## src/rtl/enc_rr_arb2bin.sv

```systemverilog
// Round-robin arbiter over N requesters with a registered binary grant index.
// Each grant is locked until release and is followed by one idle bubble.
module enc_rr_arb2bin #(
  parameter int N        = 15,
  parameter int W        = 4,
  parameter int MAX_HOLD = 255
) (
  input  logic         clk_i,
  input  logic         rst_i,
  input  logic [N-1:0] req_i,
  input  logic         done_i,
  output logic         gnt_valid_o,
  output logic [W-1:0] gnt_idx_o,
  output logic         gnt_timeout_o
);

  localparam int WP = W + 1;
  localparam logic [7:0] WD_LAST = 8'(MAX_HOLD - 1);

  typedef enum logic {IDLE, GRANT} state_e;

  state_e       state_q, state_d;
  logic [W-1:0] ptr_q, ptr_d;
  logic [7:0]   hold_q, hold_d;
  logic         valid_q, valid_d;
  logic [W-1:0] idx_q, idx_d;
  logic         to_q, to_d;

  logic         found;
  logic [W-1:0] win;
  logic [WP-1:0] scan;
  logic         rel_done, rel_drop, rel_wd;

  // Scan from ptr upward, wrapping modulo N so indices >= N never appear.
  always_comb begin
    found = 1'b0;
    win   = '0;
    scan  = '0;
    for (int k = 0; k < N; k++) begin
      scan = {1'b0, ptr_q} + WP'(k);
      if (scan >= WP'(N)) scan = scan - WP'(N);
      if (!found && req_i[scan[W-1:0]]) begin
        found = 1'b1;
        win   = scan[W-1:0];
      end
    end
  end

  always_ff @(posedge clk_i) begin
    if (rst_i) begin
      state_q <= IDLE;
      ptr_q   <= '0;
      hold_q  <= '0;
      valid_q <= 1'b0;
      idx_q   <= '0;
      to_q    <= 1'b0;
    end else begin
      state_q <= state_d;
      ptr_q   <= ptr_d;
      hold_q  <= hold_d;
      valid_q <= valid_d;
      idx_q   <= idx_d;
      to_q    <= to_d;
    end
  end

  always_comb begin
    state_d  = state_q;
    ptr_d    = ptr_q;
    hold_d   = hold_q;
    valid_d  = valid_q;
    idx_d    = idx_q;
    to_d     = 1'b0;
    rel_done = done_i;
    rel_drop = !req_i[idx_q];
    rel_wd   = (MAX_HOLD != 0) && (hold_q == WD_LAST);
    unique case (state_q)
      IDLE: begin
        if (found) begin
          idx_d   = win;
          valid_d = 1'b1;
          hold_d  = '0;
          state_d = GRANT;
        end
      end
      GRANT: begin
        if (rel_done || rel_drop || rel_wd) begin
          valid_d = 1'b0;
          ptr_d   = (idx_q == W'(N - 1)) ? '0 : idx_q + W'(1);
          to_d    = rel_wd && !rel_done && !rel_drop;
          state_d = IDLE;
        end else if (hold_q != 8'hFF) begin
          hold_d = hold_q + 8'd1;
        end
      end
      default: state_d = IDLE;
    endcase
  end

  always_comb begin
    gnt_valid_o   = valid_q;
    gnt_idx_o     = idx_q;
    gnt_timeout_o = to_q;
  end

endmodule
```

## config.mk

```make
export PLATFORM = sky130hd
export DESIGN_NAME = enc_rr_arb2bin
export DESIGN_NICKNAME = d
export VERILOG_FILES = /design/src/rtl/enc_rr_arb2bin.sv
export SDC_FILE = /design/constraint.sdc
export NUM_CORES = 1
export LEC_CHECK = 0
export ABC_AREA = 1
export BUFFER_PORTS_ARGS = -buffer_cell sky130_fd_sc_hd__buf_2
export CAP_MARGIN = 40
export CORE_UTILIZATION = 63
export DETAILED_ROUTE_END_ITERATION = 16
export PLACE_DENSITY = 0.81
export SYNTH_ARGS = -nofsm -noshare
export SYNTH_HDL_FRONTEND = slang
export SYNTH_SLANG_ARGS = --single-unit
```

## constraint.sdc

```tcl
create_clock -name clk_i -period 4.35 [get_ports clk_i]
set_clock_uncertainty 0.05 [all_clocks]
set_input_delay 0.87 -clock clk_i [delete_from_list [all_inputs] [get_ports clk_i]]
set_output_delay 0.87 -clock clk_i [all_outputs]
set_load 0.01 [all_outputs]
```

After elaboration in Yosys (flattened, before gate mapping)
Cells that the tools add are included.
Widths: inputs -> output; s select.

word-level totals
  logic and storage cells = 204
  register bits after elaboration = 19
  memories kept = 0
  bits in writable memories = 0
  output and inout port bits = 6
  input bits = 18
  latch bits = 0
  memory bits (read-only) = 0

operators by class
  eq/ne operators = 7
  order comparisons = 31
  reductions and logical operators = 39
  divide/modulo/power cells = 0
  multiply operators = 0
  bitwise gates (word level) = 2
  muxes and demuxes = 88
  shift-type cells = 0
  add/sub/neg operators = 31

operators by type and width
  kind                 number
  $mux 4               31
  $lt 4x5->1 const B   16
  $ge 5x4->1 const B   14
  $bmux 1 s4           16
  $sub 4x4->4 const B  15
  $add 4x4->5 const B  7
  $mux 1               35
  $mux 8               3
  $add 4x3->5 const B  4
  $logic_and 1x1->1    16
  $logic_not 1->1      16
  $pmux 8 s2           1
  $add 4x2->5 const B  2
  $add 8x1->8 const B  1
  $eq 8x8->1 const B   1
  $ne 8x8->1 const B   1
  $reduce_and 2->1     3
  $add 4x1->5 const B  1
  $add 4x1->4 const B  1
  $eq 4x4->1 const B   1
  $ge 4x4->1 const B   1
  $ne 2x1->1 const B   2
  $ne 2x2->1 const B   2
  $pmux 1 s2           2
  4 further kinds      6

Depth between registers and ports, before layout
Gate-level depths: netlist of the first run.

  word-level depth = 49
  gate-level depth with buffers = 32
  mapped depth without buffers = 30

Worst setup path after synthesis of the first run
Ideal clock, no wire load.

  path type = register -> register
  from = reg ptr_q[0]
  to = reg idx_q[2] (netlist: gnt_idx_o[2])
  arrival = 3.567 ns
  slack = 0.621 ns
  buffers on the path = 5
  period minus slack after synthesis = 3.729 ns
  stages on the path, launching flop included = 28
  setup time = 0.113 ns
  data required time = 4.187 ns
  cells stage by stage = dfxtp_1 > buf_6 > inv_6 > buf_6 > clkbuf_1 > ha_1 > buf_4 > nand2_2 > inv_2 > o21ai_1 > nand2_1 > nand3_1 > nand2_4 > buf_6 > o211ai_1 > nand3_1 > nand3_1 > nand2_2 > nor2_4 > nand4_4 > nor2_8 > nand4_2 > nor2_4 > nand2_2 > nor2_1 > nor2_1 > nand2_1 > nand2_1

between the ends
  word-level cells in the longest chain between the ends = 48
  elaborated cells on any way between the ends = 148
  classes of those cells = 29 x add/sub; 15 x order compare; 75 x mux; 29 x reduce/logical

RTL lines
  what                                                  line  text
  from (decl)                                           23    logic [W-1:0] ptr_q, ptr_d;
  from (signal assigned)                                59    ptr_q <= ptr_d;
  branches (longest 48 deep; another with $add 4x1->5)  n/a
  to (signal assigned)                                  62    idx_q <= idx_d;
  to (decl)                                             26    logic [W-1:0] idx_q, idx_d;

Parallel ways; which one is timed is not known. The select of a mux whose other input is x is not followed.
A chain may end at the register's enable or synchronous reset.

Worst setup path in the final report of the first run
  from = reg ptr_q[1]
  to = reg hold_q[4]

between the ends
  word-level cells in the longest chain between the ends = 49
  elaborated cells on any way between the ends = 134
  classes of those cells = 29 x add/sub; 15 x order compare; 1 x eq/ne; 60 x mux; 29 x reduce/logical

RTL lines
  what                                                  line  text
  branches (longest 46 deep; another with $add 4x1->5)  n/a
  $mux 1 *                                              42    if (!found && req_i[scan[W-1:0]]) begin
  $ne 2x2->1 (no source line) *                         n/a
  $reduce_and 3->1 (no source line) *                   n/a
  to (signal assigned)                                  60    hold_q <= hold_d;
  to (decl)                                             24    logic [7:0] hold_q, hold_d;

Every way passes the cells marked *. The select of a mux whose other input is x is not followed.

==> reports/qor.yml, run 1 <==
outcome: "finished, final reports clean"
nets: 1058
synth_nets: 1059
antenna_found_initial: 0
synth-seq-area-share: 0.0673
p_leak_nw: 2.75
ys_seq_elements: 19
arrival_ns: 4.24
syn_area_um2: 5650
floorplan.initialDensity: 0.648
pin_count: 24
ys_warn_count: 0
globalRouteTotalUtil: 0.429
cts_tree: "yes"
hold_class: "flip-flop to flip-flop"
grt_max_degree: 26
post-route-min-period_ns: 4.09
cap_violations: 0
numCtsBuffers: 3
drive_above_1_share: 0.125
cp-end-kind: "flip-flop"
cts_root_buf: "clkbuf_8"
yosysTopAreaCell: "nand2_1"
tightest_slew_ns: 0.747
gp_congestion: 1.07
nFillCells: 873
first_pass_iters: 8
p_per_area_nw_per_um2: 726
setup_tns_ns: 0
clk_pin_slew_worst_paths_ns: 0.07
fp.dieW_um: 96.7
drt-initial-drc-count: 1037
clock-sinks: 19
fin_ws_ns: 0.261
synth_area_leaders: "nand2_1 17%, nand3_1 12%, inv_1 7.0%"
cts_buffer_depth: 2
drc_errors: 0
syn_to_final_growth_pct: 2.35
cp_max_fo: 10
fin_crit_sh: 0.940
place_hpwl_um: 15100
rsz0062_at_grt: "no"
clock_latency_ns: 0.26
relSlewSlack: 0.496
wl_um: 20300
diodes: 0
core_um2: 8720
synth_flop_cell: "dfxtp_1"
synthCells: 1023
hold_violations: 0
grt_remaining_overflow: 0
avgRoutedWirePerCell_um: 18.0
htreeDepth: 1
required_ns: 4.50
die_y_um: 96.7
syn_area_per_cell_um2: 5.52
dieArea_um2: 9350
cp-start-kind: "flip-flop"
peakVddDrop_uv: 513
slew_viol_final: 0
fmax_ghz: 0.245
synth_edf_count: 0
ys_types: 53
vias: 7231
cts_hold_buffers: 0
num_rows: 34
vias_per_cell: 6.40
utilization: 0.663
critPathKind: "flip-flop to flip-flop"
grt_pass1_wl_um: 32500
ant_nets: 0
async_flop_share: 0
grt_pass1_vias: 6273
portBuffers: 23
place_ws_ns: 0.338
setup_viol_count_final: 0
netlist.area_leader.share: 0.169
[logic make-up after synthesis]
kind of cell	Yosys count	share of synthesized area
AOI/OAI and AO/OA	234	0.255
buffers and inverters	163	0.129
and+or+nand+nor	573	0.478
DFF	19	0.0673
adders and majority gates	18	0.0399
xor gates and xnor gates	16	0.0308
[critical path, stage by stage (launching register included)]
cell,delay (ns)
dfxtp_1,0.36
inv_1,0.30
ha_2,0.39
nand2_1,0.11
nand2_1,0.08
nand2_1,0.10
nand2_2,0.10
o21ai_0,0.58
nand3_1,0.16
nand3_1,0.12
nand2_1,0.13
inv_1,0.15
nand4_4,0.13
nor2_4,0.17
nand4_4,0.15
nor2_8,0.15
nand4_2,0.12
nor2_4,0.18
nand3_4,0.16
nand2_4,0.13
nand2_1,0.06
a21oi_1,0.11
[placed cells by master (no fill, tap or decap), types with 3 or more instances in the layout]
| cell | n |
|---|---|
| a21oi_1 | 45 |
| a21oi_2 | 3 |
| a31oi_1 | 4 |
| buf_2 | 23 |
| buf_4 | 10 |
| clkbuf_8 | 3 |
| dfxtp_1 | 18 |
| ha_1 | 17 |
| inv_1 | 105 |
| inv_2 | 15 |
| nand2_1 | 255 |
| nand2_2 | 28 |
| nand2_4 | 11 |
| nand3_1 | 130 |
| nand3b_1 | 5 |
| nand4_1 | 16 |
| nor2_1 | 100 |
| nor2_2 | 3 |
| nor2_4 | 6 |
| nor3_1 | 8 |
| o211ai_1 | 52 |
| o21ai_0 | 75 |
| o21ai_1 | 20 |
| o21ai_2 | 5 |
| o221ai_1 | 4 |
| o22ai_1 | 7 |
| o311ai_0 | 4 |
| o32ai_1 | 4 |
| xnor2_1 | 4 |
| xor2_1 | 9 |
[registers in the layout, summed over array words and instances (netlist names)]
register       count
hold_q             8
gnt_timeout_o      1
gnt_valid_o        1
gnt_idx_o          4
state_q            1
ptr_q              4
[power breakdown]
group	internal, mW	switching (mW)	total, mW	leakage, nW
combinational	1.12	2.69	3.81	2.57
sequential	0.207	0.0555	0.262	0.155
clock	0.0637	0.0589	0.123	0.0255
total	1.39	2.81	4.20	2.75
[what timing repair did]
| item | CTS | global route |
|---|---|---|
| endpoints found under the setup margin | 0 | 13 |
| setup buffers | 0 | 0 |
| gates resized for setup | 0 | 6 |
[cell usage after synthesis (2+ instances only)]
cell / number
a21oi_1: 45
a21oi_2: 3
a22oi_1: 2
a31oi_1: 4
buf_2: 7
buf_4: 5
buf_6: 9
clkbuf_1: 16
clkinv_1: 2
dfxtp_1: 19
ha_1: 18
inv_1: 105
inv_2: 15
inv_6: 2
nand2_1: 255
nand2_2: 28
nand2_4: 11
nand3_1: 130
nand3_4: 2
nand3b_1: 5
nand4_1: 16
nand4_4: 2
nor2_1: 101
nor2_2: 2
nor2_4: 6
nor2_8: 2
nor3_1: 8
o211ai_1: 52
o21a_1: 2
o21ai_0: 77
o21ai_1: 18
o21ai_2: 6
o221ai_1: 4
o22ai_1: 7
o311ai_0: 4
o32ai_1: 4
xnor2_1: 4
xor2_1: 9
xor2_2: 2
[metrics by stage]
stage	area (um2)	hold WS, ns	std cells	power (mW)
2_1_floorplan	5650	0.406	1023	3.20
3_3_place_gp	5720	0.403	1125	3.87
3_5_place_dp	5720	0.411	1125	3.90
4_1_cts	5770	0.428	1129	4.04
5_1_grt	5780	0.471	1129	4.61
6_report	5780	0.430	1129	4.20
[area by class of cell]
cell class | count | area, um2 | area share
clock buffer | 3 | 41.3 | 0.00714
clock inverter | 1 | 5.00 | 0.000866
inverter | 124 | 475 | 0.0822
multi-input combinational | 841 | 4550 | 0.787
sequential | 19 | 382 | 0.0660
tap | 108 | 135 | 0.0234
timing repair buffer | 33 | 190 | 0.0329
[path summary, 6_finish.rpt]
| kind | startpoint | endpoint | slack, ns | cells past startpoint |
|---|---|---|---|---|
| min reg2reg | gnt_valid_o | gnt_valid_o | 0.43 | 2 |
| max reg2reg | ptr_q[1] | hold_q[4] | 0.26 | 21 |
| max | ptr_q[1] | hold_q[4] | 0.26 | 21 |
| min | gnt_valid_o | gnt_valid_o | 0.43 | 2 |
[layer usage]
layer  wire length, um  vias up  track usage  part of all wire
met5                 0        -            0                 0
met1              7900     3135        0.580              0.39
met4              1560        0        0.286             0.077
met3              2940      136       0.0983              0.14
li1                  -     3449            -                 -
met2              7900      511        0.602              0.39
Power figures use the tool's default switching activity.
==> inputs of run 2 (changes only) <==
--- a/config.mk
+++ b/config.mk
@@ -8,9 +8,10 @@
 export ABC_AREA = 1
 export BUFFER_PORTS_ARGS = -buffer_cell sky130_fd_sc_hd__buf_2
 export CAP_MARGIN = 40
-export CORE_UTILIZATION = 63
+export CORE_UTILIZATION = 52
 export DETAILED_ROUTE_END_ITERATION = 16
-export PLACE_DENSITY = 0.81
+export GPL_TIMING_DRIVEN = 0
+export PLACE_DENSITY = 0.69
 export SYNTH_ARGS = -nofsm -noshare
 export SYNTH_HDL_FRONTEND = slang
 export SYNTH_SLANG_ARGS = --single-unit
==> run 2 against run 1 <==
Net effect:
- worst hold slack worse by 0.026 ns
- sequential cell count unchanged
- wire length increased by 5.7%
==> reports/qor.yml, run 2 (synthesis gave the netlist of run 1 again) <==
outcome: "finished, final reports clean"
floorplan.initialDensity: 0.542  # -0.105
hold_violations: 0  # unchanged
wl_um: 21500  # +5.7%
multi_input_area_um2: 4650  # +2.1%
relSlewSlack: 0.351  # -0.145
grt_pass1_vias: 6000  # -4.4%
max_stage_delay_ns: 0.38  # -0.20 ns
seqCellArea_um2: 388  # +1.6%
utilization: 0.591  # -0.0715
vias: 7287  # +0.77%
core_um2: 10400  # +19%
antenna_found_initial: 0  # unchanged
min_from: "gnt_valid_o"
htreeDepth: 1  # unchanged
top_layer: "met4"
path_buf_inv: 7  # +5
pin_count: 24  # unchanged
p_leak_nw: 2.90  # +5.3%
numCtsBuffers: 3  # unchanged
gp_congestion: 1.00  # -6.1%
cap_violations: 0  # unchanged
design_area_um2: 6160  # +6.6%
drt-initial-drc-count: 1293  # +25%
fp.dieW_um: 106  # +9.9%
nFillCells: 1102  # +26%
cp_max_fo: 11  # +1
place_hpwl_um: 15800  # +4.6%
whs_ns: 0.404  # -0.0260 ns
first_pass_iters: 6  # -2
critPathSlowestCell: "dfxtp_4"
drive_above_1_share: 0.153  # +0.0278
peakVddDrop_uv: 377  # -26%
arrival_ns: 4.28  # +0.04 ns
cts_buffer_depth: 2  # unchanged
required_ns: 4.45  # -0.05 ns
worstReg2RegStart: "ptr_q[0]"
critPathMostFrequentCell: "nand2_2"
critPathKind: "flip-flop to flip-flop"
num_rows: 37  # +8.8%
fmax_ghz: 0.239  # -2.2%
dieArea_um2: 11300  # +21%
die_y_um: 106  # +9.9%
setup_viol_count_final: 0  # unchanged
met1Wirelength_um: 8820  # +12%
largest-register: "hold_q"
globalRouteTotalUtil: 0.375  # -0.0541
cts_tree: "yes"
nets: 1088  # +2.8%
power_mw: 4.45  # +6.0%
fin_crit_sh: 0.961  # +0.0210
mostFrequentLayoutCell: "nand2_1"
diodes: 0  # unchanged
path_delay_family: "simple AND/OR/NAND/NOR gates"
clock_latency_ns: 0.26  # about the same
ant_nets: 0  # unchanged
crit_path_start: "ptr_q[0]"
grt_pass1_wl_um: 33100  # +2.0%
cp-start-kind: "flip-flop"
drc_errors: 0  # unchanged
tightest_slew_ns: 0.963  # +0.215 ns
slew_viol_final: 0  # unchanged
wl_met3_um: 2850  # -3.1%
post-route-min-period_ns: 4.18  # +0.0915 ns
clk_pin_slew_worst_paths_ns: 0.07  # about the same
clock-sinks: 19  # unchanged
largest_reg_flops: 8  # unchanged
vias_per_cell: 6.14  # -4.1%
layout_common_cells: "249 x nand2_1, 128 x nand3_1, 100 x inv_1, 100 x nor2_1, 75 x o21ai_0"
placed_cell_area_um2: 5890  # +3.0%
syn_to_final_growth_pct: 9.06
portBuffers: 15  # -35%
p_per_area_nw_per_um2: 722  # -0.52%
grt_max_degree: 14  # -46%
cp-end-kind: "flip-flop"
grt_remaining_overflow: 0  # unchanged
hold_class: "flip-flop to flip-flop"
dr_wl_met2_um: 8760  # +11%
avgRoutedWirePerCell_um: 18.1  # +0.49%
cts_root_buf: "clkbuf_8"
## run 2: worst reg2reg max path, delay by kind of cell, from the launching register on
family	cells	cell delay, ns
flops	1	0.38
fa+ha+maj	1	0.29
compound gates	1	0.07
simple gates	19	2.38
buf+inv	7	0.90
## run 2: path summary, 6_finish.rpt
| path | to | slack, ns | depth (start not counted) |
|---|---|---|---|
| min reg2reg | gnt_valid_o | 0.40 | 2 |
| max reg2reg | hold_q[2] | 0.17 | 28 |
| max | hold_q[2] | 0.17 | 28 |
| min | gnt_valid_o | 0.40 | 2 |
## run 2: timing repair
action	in CTS	in global routing
hold buffers	0	0
resized for setup	6	41
setup buffers	0	9
pin swaps	0	11
setup endpoints to repair	13	14
## run 2: area by class of cell
class	instances	share of cell area
Buffer	39	0.0457
Tap cell	136	0.0276
Timing Repair Buffer	24	0.0232
Clock buffer	4	0.00731
Sequential cell	19	0.0630
Multi-Input combinational cell	841	0.755
Inverter	124	0.0786
## run 2: routing by layer
metal	GRT usage	up-vias
li1	-	3523
met1	0.539	3200
met2	0.542	484
met3	0.0515	80
met4	0.181	0
met5	0	-
## run 2: stage by stage
step	TNS (ns)	setup slack, ns	cells
after floorplan	0	0.621	1023
after global placement	-2.61	-0.228	1174
after detailed placement	-2.73	-0.240	1174
after CTS	0	0.0134	1178
after global routing	-0.236	-0.0424	1187
final	0	0.170	1187
## run 2: power by group
group	internal (mW)	switching [mW]
clock	0.0652	0.0585
sequential	0.210	0.0513
combinational	1.26	2.81
total	1.53	2.92
==> inputs of run 3 (changes only) <==
--- a/config.mk
+++ b/config.mk
@@ -5,13 +5,14 @@
 export SDC_FILE = /design/constraint.sdc
 export NUM_CORES = 1
 export LEC_CHECK = 0
-export ABC_AREA = 1
 export BUFFER_PORTS_ARGS = -buffer_cell sky130_fd_sc_hd__buf_2
 export CAP_MARGIN = 40
-export CORE_UTILIZATION = 52
+export CELL_PAD_IN_SITES_DETAIL_PLACEMENT = 1
+export CELL_PAD_IN_SITES_GLOBAL_PLACEMENT = 2
+export CORE_UTILIZATION = 38
 export DETAILED_ROUTE_END_ITERATION = 16
 export GPL_TIMING_DRIVEN = 0
-export PLACE_DENSITY = 0.69
+export PLACE_DENSITY_LB_ADDON = 0.1
 export SYNTH_ARGS = -nofsm -noshare
 export SYNTH_HDL_FRONTEND = slang
 export SYNTH_SLANG_ARGS = --single-unit
==> run 3 against run 2 <==
Net effect:
- the flow now finishes with violations (negative setup slack)
- synthesized cell count increased by 0.39%
- sequential share of layout area decreased by 2.5 points
- via count increased by 40%
- non-clock buffer count increased by 172
- critical path depth decreased by 10
- largest power group unchanged
==> reports/qor.yml, run 3 <==
cts_root_buf: "clkbuf_16"
path_buf_inv: 6  # -1
seqCellArea_um2: 395  # +1.9%
place_hpwl_um: 31200  # +97%
async_flop_share: 0  # unchanged
cp-start-kind: "flip-flop"
setup_viol_count_final: 8  # +8
grt_util_met2: 0.639  # +0.0963
synthCells: 1027  # +0.39%
drive_above_1_share: 0.381  # +0.228
drc_errors: 0  # unchanged
fin_ws_ns: -0.0885  # -0.258 ns
r2r_slack_ns: -0.09  # -0.26 ns
setup_tns_ns: -0.260  # -0.260 ns
critPathMostFrequentCell: "buf_12"
peakVddDrop_uv: 286  # -24%
grt_max_degree: 17  # +3
vias_per_cell: 7.13  # +16%
wl_um: 45300  # +110%
slew_viol_final: 0  # unchanged
synth_area_leaders: "mux2i_1 8.7%, mux4_2 6.9%, nand2_1 5.6%"
drt-initial-drc-count: 1259  # -2.6%
clock-sinks: 19  # unchanged
cap_violations: 0  # unchanged
reg2reg_depth: 18  # -36%
cp-end-kind: "flip-flop"
grt_remaining_overflow: 0  # unchanged
cts_hold_buffers: 0  # unchanged
htreeDepth: 1  # unchanged
holdPathEnd: "gnt_valid_o"
vias: 10200  # +40%
critPathKind: "flip-flop to flip-flop"
yosysMostFrequentCell: "nand2_1"
grtUsageMet3: 0.114  # +0.0629
grt_pass1_wl_um: 64300  # +94%
nets: 1210  # +11%
portBuffers: 21  # +6
first_pass_iters: 5  # -1
synth_nets: 1063  # +0.38%
die_y_um: 142  # +34%
r2r_end: "gnt_idx_o[0]"
gp_congestion: 1.01  # +0.20%
netlist_top_cells_count: "112 x nand2_1, 69 x a21oi_1, 67 x nor2_1"
min_from: "gnt_valid_o"
required_ns: 4.49  # +0.04 ns
fin_crit_sh: 1.02  # +0.0593
tightest_slew_ns: 1.05  # +0.0850 ns
syn_area_um2: 7470  # +32%
ant_nets: 0  # unchanged
yosysTopAreaCell: "mux2i_1"
synth_edf_count: 0  # unchanged
core_um2: 19000  # +82%
busiest_layer: "met2"
netlist.area_leader.share: 0.0871  # -0.0823
largest_reg_flops: 8  # unchanged
outcome: "complete, but fails checks"
clock_latency_ns: 0.25  # about the same
multi_input_area_um2: 7590  # +63%
floorplan.initialDensity: 0.394  # -0.148
globalRouteTotalUtil: 0.433  # +0.0581
relSlewSlack: 0.301  # -0.0499
cts_tree: "yes"
p_per_area_nw_per_um2: 677  # -6.2%
whs_path_depth: 2  # unchanged
critPathSlowestCell: "mux4_2"
post-route-min-period_ns: 4.44  # +0.258 ns
gr-usage-met1: 0.577  # +0.0383
numCtsBuffers: 3  # unchanged
worstPathCellList: "buf_12 > buf_12 > inv_12 > ha_4 > nor2b_1 > clkbuf_8 > buf_4 > o21ai_0 > o22ai_1 > inv_1 > mux4_2 > o211ai_1 > o21bai_1 > or4_4 > o211a_1 > mux2_4 > a211o_1 > nand2_1"
nFillCells: 2279  # +110%
violations: "negative setup slack"
ys_types: 107  # +100%
cts_buffer_depth: 2  # unchanged
whs_ns: 0.455  # +0.0515 ns
largest-register: "hold_q"
fmax_ghz: 0.225  # -5.8%
syn_to_final_growth_pct: 40.4
syn_area_per_cell_um2: 7.27  # +32%
fp.dieW_um: 142  # +34%
max_stage_delay_ns: 0.52  # +0.14 ns
pin_count: 24  # unchanged
path_delay_family: "compound AO/OA/AOI/OAI gates"
synth_flop_cell: "dfxtp_1"
num_rows: 50  # +35%
antenna_found_initial: 1  # +1
avgRoutedWirePerCell_um: 31.6  # +75%
clk_pin_slew_worst_paths_ns: 0.06  # about the same
arrival_ns: 4.58  # +0.30 ns
ys_seq_elements: 19  # unchanged
layout_common_cells: "122 x buf_4, 104 x nand2_1, 62 x nor2_1, 58 x mux2i_1, 50 x a21oi_1"
rsz0062_at_grt: "yes"
dieArea_um2: 20200  # +79%
cp_max_fo: 11  # unchanged
ys_warn_count: 0  # unchanged
mostFrequentLayoutCell: "buf_4"
synth-seq-area-share: 0.0509  # -0.0164
hold_class: "flip-flop to flip-flop"
hold_violations: 0  # unchanged
grt_pass1_vias: 9663  # +61%
worstReg2RegStart: "ptr_q[1]"
p_leak_nw: 3.97  # +37%
run 3: cell types whose count changed after synthesis, moves of 27 or more:
cell | before | now
clkbuf_1 | 16 | 43
nor2_1 | 101 | 67
o21ai_0 | 77 | 36
nand2_1 | 255 | 112
nand3_1 | 130 | 37
o211ai_1 | 52 | 23
inv_1 | 105 | 28
mux2i_1 | 0 | 65
run 3: worst max path at each step:
| stage | start | endpoint | depth (start not counted) | slack (ns) |
|---|---|---|---|---|
| floorplan | ptr_q[2] | gnt_idx_o[2] | 16 | -0.02 |
| global placement | ptr_q[0] | gnt_idx_o[2] | 20 | -1.51 |
| detailed placement | ptr_q[0] | gnt_idx_o[2] | 20 | -1.53 |
| CTS | ptr_q[0] | gnt_idx_o[2] | 21 | -0.22 |
| global route | ptr_q[1] | gnt_idx_o[3] | 19 | -0.15 |
| finish | ptr_q[1] | gnt_idx_o[0] | 18 | -0.09 |
run 3: final cells by class:
type                       instances  share of cell area
inverter                          33              0.0169
timing repair buffer             149               0.113
sequential                        19              0.0377
multi-input combinational        882               0.724
antenna                            1            0.000239
buffer                            86              0.0696
tap                              260              0.0310
clock buffer                       4             0.00752
run 3: tightest hold or removal path, cell delays in order, from the launching register on:
cell	delay [ns]
dfxtp_1	0.30
inv_1	0.08
a221oi_2	0.07
run 3: repair_timing:
item | in CTS | in global routing
pin swaps | 66 | 48
gates resized for setup | 196 | 123
buffers inserted | 69 | 48
cloned | 2 | 1
setup endpoints to repair | 14 | 14
run 3: kinds of logic after synthesis:
logic type	after synthesis	synth area share
AO/OA/AOI/OAI	366	0.368
AND/OR/NAND/NOR	359	0.243
buffers and inverters	126	0.0801
multiplexers	106	0.185
XOR/XNOR	33	0.0432
flip-flops	19	0.0509
adder cells (fa/ha/maj)	18	0.0302
run 3: metrics by stage:
step                cell area, um2  setup slack [ns]   util  total power, mW  instances
detailed placement            8110             -1.53  0.428             4.87       1315
floorplan                     7610           -0.0156      -             3.54       1027
global route                 10500            -0.150  0.553             7.33       1433
CTS                           9600            -0.215  0.506             6.29       1386
finish                       10500           -0.0885  0.553             7.10       1434
global placement              8050             -1.51  0.424             4.83       1308
run 3: metal layers:
layer / wire, um / up-vias / share of wire
met5: 0 / - / 0
met4: 2830 / 0 / 0.063
met3: 5750 / 188 / 0.13
met2: 19100 / 756 / 0.42
met1: 17600 / 5027 / 0.39
li1: - / 4250 / -
run 3: power breakdown:
part	internal (mW)	switching, mW	leakage, nW
Combinational	2.85	3.80	3.78
Sequential	0.204	0.0559	0.158
Clock	0.125	0.0667	0.0382
Total	3.17	3.93	3.97
